[src/rtl/reg_file_if.sv]
`default_nettype none
// ============================================================================
// Module      : reg_file_if
// Description : Controller-to-register-file request/response bus.
// Revision    : 1.0 - initial release
// ============================================================================
interface reg_file_if #(
    parameter int DATA_WIDTH = 8,
    parameter int ADDR_WIDTH = 4
);
    logic                  WrEn;
    logic                  RdEn;
    logic [ADDR_WIDTH-1:0] Address;
    logic [DATA_WIDTH-1:0] WrData;
    logic [DATA_WIDTH-1:0] RdData;
    logic                  RdData_Valid;

    modport master (
        output WrEn, RdEn, Address, WrData,
        input  RdData, RdData_Valid
    );

    modport slave (
        input  WrEn, RdEn, Address, WrData,
        output RdData, RdData_Valid
    );
endinterface
`default_nettype wire

[src/rtl/reg_file.sv]
`default_nettype none
// ============================================================================
// Module      : reg_file
// Description : Flop-based register file with registered reads and continuous
//               export of the four reserved configuration registers.
//               Optional macro REGFILE_RD_ERR_EN adds the RD_ERR output.
// Revision    : 1.0 - initial release
// ============================================================================
module reg_file #(
    parameter int DATA_WIDTH = 8,
    parameter int ADDR_WIDTH = 4
) (
    input  wire logic                  CLK,
    input  wire logic                  RST,
    reg_file_if.slave                  bus,
    output logic      [DATA_WIDTH-1:0] REG0,
    output logic      [DATA_WIDTH-1:0] REG1,
    output logic      [DATA_WIDTH-1:0] REG2,
    output logic      [DATA_WIDTH-1:0] REG3
`ifdef REGFILE_RD_ERR_EN
    ,
    output logic                       RD_ERR
`endif
);

    localparam int              c_DEPTH     = 2**ADDR_WIDTH;
    // Parity enabled, even parity, prescale 32
    localparam [DATA_WIDTH-1:0] c_UART_RST  = DATA_WIDTH'(8'h81);
    localparam [DATA_WIDTH-1:0] c_DIV_RST   = DATA_WIDTH'(8'h20);

    logic [DATA_WIDTH-1:0] r_mem [c_DEPTH];
    logic [DATA_WIDTH-1:0] r_rd_data;
    logic                  r_rd_valid;
    logic                  w_wr;
    logic                  w_rd;

    // A simultaneous request is illegal and must do nothing at all
    assign w_wr = bus.WrEn & ~bus.RdEn;
    assign w_rd = bus.RdEn & ~bus.WrEn;

    always_ff @(posedge CLK or negedge RST) begin
        if (!RST) begin
            for (int i = 0; i < c_DEPTH; i++) begin
                r_mem[i] <= '0;
            end
            r_mem[2] <= c_UART_RST;
            r_mem[3] <= c_DIV_RST;
        end else if (w_wr) begin
            r_mem[bus.Address] <= bus.WrData;
        end
    end

    always_ff @(posedge CLK or negedge RST) begin
        if (!RST) begin
            r_rd_data  <= '0;
            r_rd_valid <= 1'b0;
        end else begin
            r_rd_valid <= w_rd;
            if (w_rd) begin
                r_rd_data <= r_mem[bus.Address];
            end
        end
    end

`ifdef REGFILE_RD_ERR_EN
    logic r_rd_err;

    always_ff @(posedge CLK or negedge RST) begin
        if (!RST) begin
            r_rd_err <= 1'b0;
        end else begin
            r_rd_err <= bus.WrEn & bus.RdEn;
        end
    end

    assign RD_ERR = r_rd_err;
`endif

    assign bus.RdData       = r_rd_data;
    assign bus.RdData_Valid = r_rd_valid;
    assign REG0             = r_mem[0];
    assign REG1             = r_mem[1];
    assign REG2             = r_mem[2];
    assign REG3             = r_mem[3];

endmodule
`default_nettype wire

[src/flat_wrapper.sv]
// flat-port wrapper written by rule: the top's interface ports become plain ports
module reg_file_flat 
#(
    parameter int DATA_WIDTH = 8,
    parameter int ADDR_WIDTH = 4
)
  (CLK, RST, REG0, REG1, REG2, REG3, bus_WrEn, bus_RdEn, bus_Address, bus_WrData, bus_RdData, bus_RdData_Valid);
  reg_file_if #(.DATA_WIDTH(DATA_WIDTH), .ADDR_WIDTH(ADDR_WIDTH)) bus_i ();
  input  wire logic CLK;
  input  wire logic RST;
  output logic      [DATA_WIDTH-1:0] REG0;
  output logic      [DATA_WIDTH-1:0] REG1;
  output logic      [DATA_WIDTH-1:0] REG2;
  output logic      [DATA_WIDTH-1:0] REG3;
  input wire logic [$bits(bus_i.WrEn)-1:0] bus_WrEn;
  input wire logic [$bits(bus_i.RdEn)-1:0] bus_RdEn;
  input wire logic [$bits(bus_i.Address)-1:0] bus_Address;
  input wire logic [$bits(bus_i.WrData)-1:0] bus_WrData;
  output wire logic [$bits(bus_i.RdData)-1:0] bus_RdData;
  output wire logic [$bits(bus_i.RdData_Valid)-1:0] bus_RdData_Valid;
  assign bus_i.WrEn = bus_WrEn;
  assign bus_i.RdEn = bus_RdEn;
  assign bus_i.Address = bus_Address;
  assign bus_i.WrData = bus_WrData;
  assign bus_RdData = bus_i.RdData;
  assign bus_RdData_Valid = bus_i.RdData_Valid;
  reg_file #(.DATA_WIDTH(DATA_WIDTH), .ADDR_WIDTH(ADDR_WIDTH)) u_core (.CLK(CLK), .RST(RST), .bus(bus_i), .REG0(REG0), .REG1(REG1), .REG2(REG2), .REG3(REG3));
endmodule
[config.mk]
export PLATFORM = sky130hd
export DESIGN_NAME = reg_file_flat
export DESIGN_NICKNAME = d
export VERILOG_FILES = /design/src/rtl/reg_file_if.sv /design/src/rtl/reg_file.sv /design/src/flat_wrapper.sv
export SDC_FILE = /design/constraint.sdc
export NUM_CORES = 1
export LEC_CHECK = 0
export CAP_MARGIN = 30
export CELL_PAD_IN_SITES_DETAIL_PLACEMENT = 1
export CELL_PAD_IN_SITES_GLOBAL_PLACEMENT = 1
export CORE_MARGIN = 4
export CORE_UTILIZATION = 45
export CTS_BUF_LIST = sky130_fd_sc_hd__clkbuf_4 sky130_fd_sc_hd__clkbuf_8 sky130_fd_sc_hd__clkbuf_16
export DETAILED_ROUTE_END_ITERATION = 10
export HOLD_SLACK_MARGIN = 0.1
export PLACE_DENSITY_LB_ADDON = 0.08
export SLEW_MARGIN = 10
export SYNTH_ARGS = -nofsm -noshare
export SYNTH_HDL_FRONTEND = slang
export SYNTH_SLANG_ARGS = --single-unit
[constraint.sdc]
create_clock -name CLK -period 2.35 [get_ports CLK]
set_input_delay 0.3525 -clock CLK [delete_from_list [all_inputs] [get_ports CLK]]
set_output_delay 0.3525 -clock CLK [all_outputs]
set_load 0.05 [all_outputs]
==> results.ini <==
[cells_and_area]
area_growth_pct=17.9
final_cell_area_um2=7630
post-route-util=0.545
fillers=1336
antennaDiodeCount=0
drive_above_1_share=0.448
nets=487
seq_area_um2=3430
multi_input_area_um2=2610

[sta]
period_minus_slack_ps=2150
tightest_slew_ps=911
fin_skew_ps=5.04
holdWs_ps=494
slew_headroom=0.391
fmax_mhz=465
maxSlewViolCount=0
hold_viol=0
fin_tns_setup_ps=0
finalCritPeriodShare=0.915
finalSetupViolCount=0
rsz0062_at_grt=false

[run]
cap_violations=0

[power]
leakagePower_uw=0.00337
vdd_drop_max_v=0.000468
intPower_uw=5380
clkPwrFrac=0.366
switching_share=0.288
p_comb_frac=0.224
p_per_area_nw_per_um2=991
seqPwrFrac=0.410
power.switching_uw=2180
totalPowerFinal_uw=7560

[synth]
ys_warn_count=0
synth.most_common_cell=dfrtp_1
yosys.area.top_type=dfrtp_1
synth_top_area_share=0.518
synth_common_cells=dfrtp_1 (134), mux2_2 (127), buf_4 (36), mux4_2 (24), mux2i_1 (16)
synthAdderAreaFrac=0
synth_flop_cell=dfrtp_1
synthSimpleGateAreaFrac=0.0420
synth_compound_area_frac=0.0309
synth_top_family_by_area=multiplexers
ys_types=29
muxShareOfSynthArea=0.331
syn_nets=451
synthCells=435
postSynthRegisterBits=137
async_reset_ff_frac=1.00
synth_edf_count=0
ys_top_cells_by_area=dfrtp_1 (52%), mux2_2 (22%), mux4_2 (8.4%)
ys_seq_area_frac=0.530
syn-cell-area_um2=6470
synth_xor_area_frac=0
synth.avg_cell_area_um2=14.9

[clock_tree]
post_cts_resized=0
cts_buffers=17
htreeDepth=4
clk_pin_slew_worst_paths_ps=60
clk_latency_ps=420
cts_tree=built
root_buffer=clkbuf_16
cts.sinks=137
cts_max_path_buffers=2

[detailed_routing]
routedWlPerCell_um=24.9
vias=3824
drc=0
wirelength_mm=16.5
drt-pass1-iter-count=4
ant_nets=0
drt_first_iter_violations=260
viasPerCell=5.76

[setup_path]
critPathTopFamily=buffers and inverters
arrival_ps=1800
cp-start-kind=flip-flop
cpMaxStageDelayCell=clkdlybuf4s50_1
reg2reg_setup_slack_ps=960
worstRegToRegCells=3
crit_fanout=3
path_cells=clkdlybuf4s50_1
crit_buf_inv=1
critPathCaptureType=primary output
required_ps=2000
critical_path_class=flip-flop to primary output
critPathMaxStageDelay_ps=810
reg2reg_to=u_core.bus.RdData[2]
r2r-start=u_core.r_mem[18]

[status]
outcome=finished clean

[grt]
first_global_vias=4244
antenna_found_initial=0
grt_pass1_wl_mm=26.2
grt.total_usage=0.218
grt_start_max_net_pins=62
grt-ovfl-total=0

[floorplan]
start_util=0.463
io_pins=57
die_area_um2=16400
dieWidth_um=128
dieHeight_um=128
fp.coreArea_um2=14000
fp-row-count=43

[hold_path]
worstHoldPathType=input port to asynchronous set/reset pin

[placement]
gp_congestion=0.814
port_buffers=56
dp.final_hpwl_mm=11.1
place_area_um2=7000

## final cells by class
cell class,instances,share of cell area
clock buffer,24,0.0651
clock inverter,8,0.0154
multi-input combinational,238,0.343
sequential,137,0.450
tap,180,0.0295
timing repair buffer,77,0.0973
## per-layer routing
layer	global-route usage	routed length, um	share of wire
met4	0.0899	438	0.026
met3	0.0433	561	0.034
met2	0.332	7840	0.47
met5	0	0	0
met1	0.305	7700	0.47
## power by group through the flow
stage,clock [uW],combinational [uW],sequential [uW]
global route,2930,1790,3160
detailed placement,0,1690,3130
floorplan,0,1260,3090
finish,2770,1700,3100
CTS,2830,1710,3100
global placement,0,1660,3110
## registers in the layout, indices dropped and copies added (netlist names)
register                 count
u_core.REG2                  8
u_core.r_mem                96
u_core.REG1                  8
u_core.bus.RdData            8
u_core.REG3                  8
u_core.REG0                  8
u_core.bus.RdData_Valid      1
## placed cells by master (no fill, tap or decap), types with 2 or more instances in the layout
cell type	count
a22oi_1	8
a31oi_1	8
and2b_1	2
and4bb_1	2
buf_12	2
buf_4	18
bufinv_16	3
clkbuf_16	17
clkbuf_4	4
clkbuf_8	3
clkdlybuf4s50_1	54
clkinv_2	4
dfrtp_1	134
dfstp_2	3
mux2_2	127
mux2i_1	16
mux4_2	24
nand2_1	12
nand2_2	6
nor2_1	10
nor2b_1	7
o221a_1	7
## per-stage QoR
step	cells	setup WS [ps]
after floorplan	435	776
after global placement	631	90.1
after detailed placement	631	71.4
after CTS	664	173
after global routing	664	161
final	664	200
## timing repair
action / 4_1_cts / 5_1_grt
buffers inserted: 0 / 0
hold buffers: 1 / 0
endpoints found under the hold margin: 56 / 0
## cells by family after synthesis
kind of cell / count (synthesis)
AO/OA/AOI/OAI: 24
buffers and inverters: 60
flip-flops: 137
multiplexers: 168
AND/OR/NAND/NOR: 46
## worst max path at each step
stage                    from          endpoint  slack, ps  depth (start not counted)
2_1_floorplan  bus_Address[1]  u_core.r_mem[24]        780                          5
3_3_place_gp   bus_Address[0]  u_core.r_mem[74]         90                          4
3_5_place_dp   bus_Address[0]  u_core.r_mem[21]         70                          5
4_1_cts        u_core.REG2[0]           REG2[0]        170                          1
5_1_grt        u_core.REG2[7]           REG2[7]        160                          1
6_report       u_core.REG2[0]           REG2[0]        200                          1
Note: power is estimated with default switching activity, not from simulation.
